==> config.mk <==
export PLATFORM = sky130hd
export DESIGN_NAME = mux_arbiter_flat
export DESIGN_NICKNAME = d
export VERILOG_FILES = /design/src/rtl/mux_arbiter_if.sv /design/src/rtl/mux_arbiter.sv /design/src/flat_wrapper.sv
export SDC_FILE = /design/constraint.sdc
export NUM_CORES = 1
export LEC_CHECK = 0
export CORE_AREA = 2 2 41 43
export CTS_CLUSTER_SIZE = 24
export DETAILED_ROUTE_END_ITERATION = 10
export DIE_AREA = 0 0 43 45
export GPL_ROUTABILITY_DRIVEN = 1
export PLACE_DENSITY = 0.73
export SLEW_MARGIN = 20
export SYNTH_ARGS = -nofsm -noshare
export SYNTH_HDL_FRONTEND = slang
export SYNTH_SLANG_ARGS = --single-unit
export TNS_END_PERCENT = 50
==> constraint.sdc <==
create_clock -name clk -period 3.33 [get_ports clk]
set_clock_uncertainty 0.15 [all_clocks]
set_input_delay 0.666 -clock clk [delete_from_list [all_inputs] [get_ports clk]]
set_output_delay 0.666 -clock clk [all_outputs]
set_load 0.005 [all_outputs]
==> src/rtl/mux_arbiter_if.sv <==
// mux_arbiter_if: bundle between the two requesters and the arbiter that
// owns the shared data mux.
//
// Handshake: reqX is a level. A requester holds it high for as long as it
// wants the mux. gntX is registered and means requester X owns the mux for
// the current cycle. There is no separate ready: valid marks that data_out
// carries the owner's word for that cycle, and sel names the owner.
//
// Signals:
//   req0, req1      requester -> arbiter, request levels
//   data0, data1    requester -> arbiter, data words
//   gnt0, gnt1      arbiter -> requester, registered grants (one-hot or zero)
//   sel             arbiter -> mux, registered select (holds while idle)
//   data_out        arbiter -> sink, registered owner data
//   valid           arbiter -> sink, data_out is owner data this cycle
//   state_dbg       arbiter -> observer, FSM state (0 idle, 1 own0, 2 own1)
interface mux_arbiter_if #(
  parameter int WIDTH = 2
);
  logic             req0;
  logic             req1;
  logic [WIDTH-1:0] data0;
  logic [WIDTH-1:0] data1;
  logic             gnt0;
  logic             gnt1;
  logic             sel;
  logic [WIDTH-1:0] data_out;
  logic             valid;
  logic [1:0]       state_dbg;

  modport master (
    output req0, req1, data0, data1,
    input  gnt0, gnt1, sel, data_out, valid, state_dbg
  );

  modport slave (
    input  req0, req1, data0, data1,
    output gnt0, gnt1, sel, data_out, valid, state_dbg
  );
endinterface

==> src/rtl/mux_arbiter.sv <==
// mux_arbiter: two-requester round-robin arbiter that owns the select line
// of the shared data mux. It registers the grants, the select and the
// selected data word. A hold limit forces a switch after MAX_HOLD cycles
// while the other requester is waiting.
//
// Ports:
//   clk    rising-edge clock
//   reset  synchronous, active-high
//   bus    mux_arbiter_if slave modport (requests/data in, grants/sel/data out)
module mux_arbiter #(
  parameter int WIDTH    = 2,
  parameter int MAX_HOLD = 4
) (
  input  logic           clk,
  input  logic           reset,
  mux_arbiter_if.slave   bus
);

  localparam int HW = $clog2(MAX_HOLD + 1);
  localparam logic [HW-1:0] HOLD_MAX = HW'(MAX_HOLD);

  typedef enum logic [1:0] {
    IDLE = 2'd0,
    OWN0 = 2'd1,
    OWN1 = 2'd2
  } state_t;

  state_t           state;
  state_t           nxt;
  logic             prio;
  logic [HW-1:0]    hold_cnt;
  logic             gnt0_q;
  logic             gnt1_q;
  logic             sel_q;
  logic             valid_q;
  logic [WIDTH-1:0] data_q;

  // Arbitration decision for the coming edge.
  always_comb begin
    nxt = state;
    case (state)
      IDLE: begin
        if (bus.req0 && bus.req1) nxt = prio ? OWN1 : OWN0;
        else if (bus.req0)        nxt = OWN0;
        else if (bus.req1)        nxt = OWN1;
        else                      nxt = IDLE;
      end
      OWN0: begin
        if (!bus.req0)                         nxt = bus.req1 ? OWN1 : IDLE;
        else if (bus.req1 && hold_cnt == HOLD_MAX) nxt = OWN1;
        else                                   nxt = OWN0;
      end
      OWN1: begin
        if (!bus.req1)                         nxt = bus.req0 ? OWN0 : IDLE;
        else if (bus.req0 && hold_cnt == HOLD_MAX) nxt = OWN0;
        else                                   nxt = OWN1;
      end
      default: nxt = IDLE;
    endcase
  end

  always_ff @(posedge clk) begin
    if (reset) begin
      state    <= IDLE;
      prio     <= 1'b0;
      hold_cnt <= '0;
      gnt0_q   <= 1'b0;
      gnt1_q   <= 1'b0;
      sel_q    <= 1'b0;
      valid_q  <= 1'b0;
      data_q   <= '0;
    end else begin
      state <= nxt;

      // Entering an owner state restarts the hold count and hands the
      // tie-break to the other requester; staying counts up to saturation.
      if (nxt != IDLE && nxt != state) begin
        hold_cnt <= HW'(1);
        prio     <= (nxt == OWN0);
      end else if (nxt != IDLE && hold_cnt != HOLD_MAX) begin
        hold_cnt <= hold_cnt + HW'(1);
      end

      // Outputs follow the state being entered, so they are valid one
      // register stage after the request is sampled.
      case (nxt)
        OWN0: begin
          gnt0_q  <= 1'b1;
          gnt1_q  <= 1'b0;
          sel_q   <= 1'b0;
          valid_q <= 1'b1;
          data_q  <= bus.data0;
        end
        OWN1: begin
          gnt0_q  <= 1'b0;
          gnt1_q  <= 1'b1;
          sel_q   <= 1'b1;
          valid_q <= 1'b1;
          data_q  <= bus.data1;
        end
        default: begin
          // sel keeps its last value so the mux does not glitch while idle.
          gnt0_q  <= 1'b0;
          gnt1_q  <= 1'b0;
          valid_q <= 1'b0;
          data_q  <= '0;
        end
      endcase
    end
  end

  assign bus.gnt0      = gnt0_q;
  assign bus.gnt1      = gnt1_q;
  assign bus.sel       = sel_q;
  assign bus.valid     = valid_q;
  assign bus.data_out  = data_q;
  assign bus.state_dbg = state;

endmodule

==> src/flat_wrapper.sv <==
// flat-port wrapper written by rule: the top's interface ports become plain ports
module mux_arbiter_flat 
#(
  parameter int WIDTH    = 2,
  parameter int MAX_HOLD = 4
)
  (clk, reset, bus_req0, bus_req1, bus_data0, bus_data1, bus_gnt0, bus_gnt1, bus_sel, bus_data_out, bus_valid, bus_state_dbg);
  mux_arbiter_if #(.WIDTH(WIDTH)) bus_i ();
  input  logic clk;
  input  logic reset;
  input wire logic [$bits(bus_i.req0)-1:0] bus_req0;
  input wire logic [$bits(bus_i.req1)-1:0] bus_req1;
  input wire logic [$bits(bus_i.data0)-1:0] bus_data0;
  input wire logic [$bits(bus_i.data1)-1:0] bus_data1;
  output wire logic [$bits(bus_i.gnt0)-1:0] bus_gnt0;
  output wire logic [$bits(bus_i.gnt1)-1:0] bus_gnt1;
  output wire logic [$bits(bus_i.sel)-1:0] bus_sel;
  output wire logic [$bits(bus_i.data_out)-1:0] bus_data_out;
  output wire logic [$bits(bus_i.valid)-1:0] bus_valid;
  output wire logic [$bits(bus_i.state_dbg)-1:0] bus_state_dbg;
  assign bus_i.req0 = bus_req0;
  assign bus_i.req1 = bus_req1;
  assign bus_i.data0 = bus_data0;
  assign bus_i.data1 = bus_data1;
  assign bus_gnt0 = bus_i.gnt0;
  assign bus_gnt1 = bus_i.gnt1;
  assign bus_sel = bus_i.sel;
  assign bus_data_out = bus_i.data_out;
  assign bus_valid = bus_i.valid;
  assign bus_state_dbg = bus_i.state_dbg;
  mux_arbiter #(.WIDTH(WIDTH), .MAX_HOLD(MAX_HOLD)) u_core (.clk(clk), .reset(reset), .bus(bus_i));
endmodule
## After elaboration in Yosys (flattened, before gate mapping)

Index checks and enable logic that the tools add are counted.

- Add/sub/neg operators: 1
- Multiply operators: 0
- Div/mod/pow operators: 0
- Order comparisons: 0
- Eq/ne operators: 7
- Shift operators: 0
- Mux-type cells: 17
- Bitwise logic cells: 0
- Reduce and logical (&&, ||, !) cells: 11

Operators by type and width:

| operator | count |
|---|---|
| 2-bit 2-to-1 mux | 8 |
| 1-bit 2-to-1 mux | 6 |
| 2-bit case mux with 3 select lines | 1 |
| 2-bit nonzero test | 3 |
| 1-bit logical AND | 5 |
| 2-bit by 1-bit equality test with 1-bit output, second input constant | 2 |
| 2-bit equality test, second input constant | 2 |
| 2-bit case mux with 2 select lines | 1 |
| 2-bit OR reduction | 2 |
| 3-bit by 1-bit adder with 3-bit output, second input constant | 1 |
| 3-bit equality test, second input constant | 1 |
| 3-bit inequality test, second input constant | 1 |
| 2-bit logical NOT | 1 |
| 2-bit inequality test | 1 |
| 1-bit case mux with 2 select lines | 1 |

- Bits in registers: 12
- Bits in latches: 0
- RAM bits: 0
- Bits in read-only memories: 0
- Bits of input ports: 8
- Output and inout bits: 8
- Word-level logic and storage cells: 45
- Memories: 0

## Longest topological paths before layout

- Depth in word-level cells: 9
- Depth in mapped cells: 10
- Mapped depth without buffers: 10

## Worst setup path before layout

OpenSTA, ideal clock, no wires.

- Path type: register to register
- Start point: register u_core.hold_cnt[0]
- End point: register u_core.prio
- Library setup time: 121 ps
- Arrival: 2071 ps
- Data required time: 3059 ps
- Path slack: 988 ps
- Cell stages (with the launch flop): 9
- Buffers on the path: 0
- Period minus slack after synthesis: 2342 ps
- Cells stage by stage: dfxtp_1 > inv_1 > ha_1 > and3_2 > o31ai_1 > nand3_1 > ha_1 > a2111o_1 > mux2_4

- Word-level cells in the longest chain between the ends: 7
- Elaborated cells between the ends (all ways): 12
- Those cells by class: eq/ne (3); mux (5); reduce/logical (4)

RTL lines:

| what | RTL line | RTL |
|---|---|---|
| start: declaration | mux_arbiter.sv:31 | `logic [HW-1:0] hold_cnt;` |
| start signal: assignment | mux_arbiter.sv:81 | `hold_cnt <= hold_cnt + HW'(1);` |
| 3-bit equality test * | mux_arbiter.sv:50, mux_arbiter.sv:55 |  |
| 1-bit logical AND, on equally long branches | mux_arbiter.sv:55, mux_arbiter.sv:50 |  |
| 2-bit 2-to-1 mux, on equally long branches | mux_arbiter.sv:55, mux_arbiter.sv:50 |  |
| 2-bit 2-to-1 mux, on equally long branches | mux_arbiter.sv:54, mux_arbiter.sv:49 |  |
| 2-bit case mux with 3 select lines * | mux_arbiter.sv:41 | `case (state)` |
| 2-bit inequality test or 2-bit nonzero test (tied branches) | mux_arbiter.sv:77 | `if (nxt != IDLE && nxt != state) begin` |
| 1-bit logical AND | mux_arbiter.sv:77 |  |
| end signal: assignment | mux_arbiter.sv:79 | `prio <= (nxt == OWN0);` |
| end: declaration | mux_arbiter.sv:30 | `logic prio;` |

Every way passes the cells marked *; elsewhere a longest branch is shown, timed or not.
A chain may end at the register's enable or synchronous reset.

## Worst setup path in the final report

Ends and elaborated chain as after synthesis.

==> results by group <==
Synthesis
  • Top area cells in the synthesized netlist: dfxtp_1 36%, ha_1 9.4%, o31ai_1 4.5%
  • Post-Syn Area: 665.6 um2
  • Syn Inst Count: 75
  • Seq/Total Area, Yosys: 36.09%
  • Area leader, netlist: dfxtp_1
  • Post-synth top cells: 12 x dfxtp_1, 6 x nor2_1, 5 x ha_1, 5 x inv_1
  • Cell with the most instances after synthesis: dfxtp_1
  • FFs w/ async S/R, synth: 0%
  • Top cell type's share of synthesized area: 36.09%
  • Post-synth EDFFs: 0
  • Synth Flop Type: dfxtp_1
  • Post-Syn Nets: 88
  • Synth Warn #: 0
  • Syn avg cell area: 8.875 um2
  • Synthesized flop and latch total: 12
  • Yosys cell types: 32

STA
  • Slew headroom: 61.47%
  • Setup TNS: 0 ns
  • Worst slew pin tran: 0.5727 ns
  • RSZ-0062 raised after global routing: false
  • Fin. Hold Viols: 0
  • Final Max Tran Viols: 0
  • Final period utilization: 76.38%
  • Tmin final: 2.544 ns
  • Setup slack after layout: 0.7864 ns
  • Hold WS: 0.3496 ns
  • Setup violators final: 0
  • Fmax: 393.1 MHz

GRT
  • Largest net degree at the start of global routing: 13
  • Initial antenna violation count: 0
  • Gr usage total: 15.71%
  • Total global routing overflow: 0
  • First-pass GRT wire length: 2145 um
  • Vias in the first global route: 523

Clock tree
  • Cts repair resizes: 0
  • Clock insertion delay at the later pin of the skew report: 0.28 ns
  • Num CTS Buffers: 3
  • CTS max path bufs: 2
  • H-tree Lvls: 1
  • Sink Count: 12
  • Hold Buf Count CTS: 0
  • Clock root cell: clkbuf_4
  • Clk slew on worst S/H paths: 0.08 ns
  • Post-CTS setup buffer count: 0
  • CTS tree: yes

Critical path
  • Setup crit end kind: flip-flop
  • Worst Path Arrival: 2.57 ns
  • R2R setup slack: 0.79 ns
  • R2r endpoint: u_core.prio
  • CP Data Required Time: 3.36 ns
  • Worst r2r src: u_core.hold_cnt[0]
  • Crit Path Max Fanout: 6
  • R2R depth: 8
  • Crit path launch type: flip-flop
  • WS Path Type: flip-flop to flip-flop

Worst hold path
  • Min-delay src: u_core.hold_cnt[1]
  • Hold Crit Endpoint: u_core.hold_cnt[1]
  • Worst Hold Class: flip-flop to flip-flop
  • WHS Path Cells: 2

Floorplan
  • # IOs: 16
  • Core Footprint: 1471 um2
  • Initial Utilization: 45.24%
  • Die Height: 45 um
  • Die Area: 1935 um2
  • Die width: 43 um
  • Placement row count: 14

Placement
  • Pre-CTS WS: 0.6187 ns
  • IO buf count: 15
  • Placed cell areas: 814.5 um2
  • RD Place Congestion: 0.8068
  • DPL Wire Length: 1002 um

Run
  • Max Cap Viol: 0

Layout
  • Cell area after layout: 850.8 um2
  • Antenna cells: 0
  • Nets: 104
  • Layout cell share with drive strength beyond 1: 7.778%
  • P&R area growth vs syn: 27.82%
  • Post-layout util: 57.82%

Pwr
  • Pwr/cell area: 418.1 nW/um2
  • Peak supply drop: 0.2536 mV
  • Pleak: 0.3566 nW

Route
  • DR vias: 554
  • Final wirelength: 1326 um
  • DR iter-0 viols: 11
  • Antenna-violating nets left: 0
  • WL/cell: 12.51 um
  • Post-DR vias/cell: 5.226
  • Residual DRC count: 0
  • DRT Pass-1 Iters: 3

Outcome
  • Status: finished, final reports clean
-- placed cells by master (no fill, tap or decap) --
cell type and n:
clkdlybuf4s50_1 15, dfxtp_1 12, nor2_1 6, inv_1 5, ha_1 5, o31ai_1 4
nand2_1 4, nor2b_1 4, o21ai_0 4, a21oi_1 3, clkbuf_4 3, a21boi_0 2
nand3_1 2, nand3b_1 2, a22oi_1 2, and3_2 1, nor3b_1 1, and3_1 1
nor3_1 1, and2_1 1, nor4_1 1, a2111o_1 1, mux2_4 1, nand2b_1 1
xor2_1 1, nand4bb_1 1, nor4b_1 1, nor3b_2 1, o31a_1 1, a211o_1 1
mux2i_1 1, clkbuf_8 1
-- cell type report --
cell class	instances	area (um2)
clock buffers	4	36.28
multi-input cells	54	385.4
inverters	5	18.77
flip-flops and latches	12	240.2
repair buffers	15	150.1
fillers	154	620.6
well taps	16	20.02
-- where the power goes --
part / internal, mW / total, mW / switching (mW) / leakage (nW)
Combinational: 0.0432 / 0.0765 / 0.0333 / 0.237
Sequential: 0.153 / 0.162 / 0.00905 / 0.0984
Clock: 0.0666 / 0.117 / 0.0503 / 0.0210
Total: 0.263 / 0.356 / 0.0926 / 0.357
-- worst max-delay path, cell delays in order (launching register included) --
cell and delay (ns):
dfxtp_1 0.40, inv_1 0.06, ha_1 0.26, and3_2 0.22, o31ai_1 0.21, nand3_1 0.19, ha_1 0.31, a2111o_1 0.34
mux2_4 0.30
-- kinds of logic after synthesis --
| family | share of synthesized area (%) |
|---|---|
| simple gates | 24.81 |
| compound gates | 18.61 |
| flops | 36.09 |
| buf+inv | 6.015 |
| fa+ha+maj | 9.398 |
| mux | 3.759 |
| xor+xnor | 1.316 |
-- layer usage --
metal | GRT usage (%) | vias to the layer above | part of all wire (%)
li1 | - | 293 | -
met1 | 18.56 | 249 | 48
met2 | 23.64 | 7 | 44
met3 | 6.000 | 5 | 4.0
met4 | 10.91 | 0 | 2.9
met5 | 0 | - | 0
-- how the worst max path moves through the flow --
stage / from / to / slack [ns] / cells after the start
final: u_core.hold_cnt[0] / u_core.prio / 0.79 / 8
after floorplan: u_core.hold_cnt[0] / u_core.prio / 0.99 / 8
after CTS: u_core.hold_cnt[0] / u_core.prio / 0.79 / 8
after global routing: u_core.hold_cnt[0] / u_core.prio / 0.63 / 8
after detailed placement: bus_req1 / u_core.prio / 0.62 / 6
after global placement: bus_req1 / u_core.prio / 0.63 / 6
-- per-stage QoR --
stage               instances  power (mW)
finish                    106      0.3557
global route              106      0.3762
CTS                       106      0.3607
detailed placement        102      0.2419
global placement          102      0.2412
floorplan                  75      0.2108
-- registers in the layout, summed over array words and instances, names as in the netlist --
register / cells
u_core.bus.data_out: 2
u_core.bus.gnt0: 1
u_core.bus.gnt1: 1
u_core.bus.sel: 1
u_core.bus.state_dbg: 2
u_core.bus.valid: 1
u_core.hold_cnt: 3
u_core.prio: 1
(Power assumes the default switching activity.)
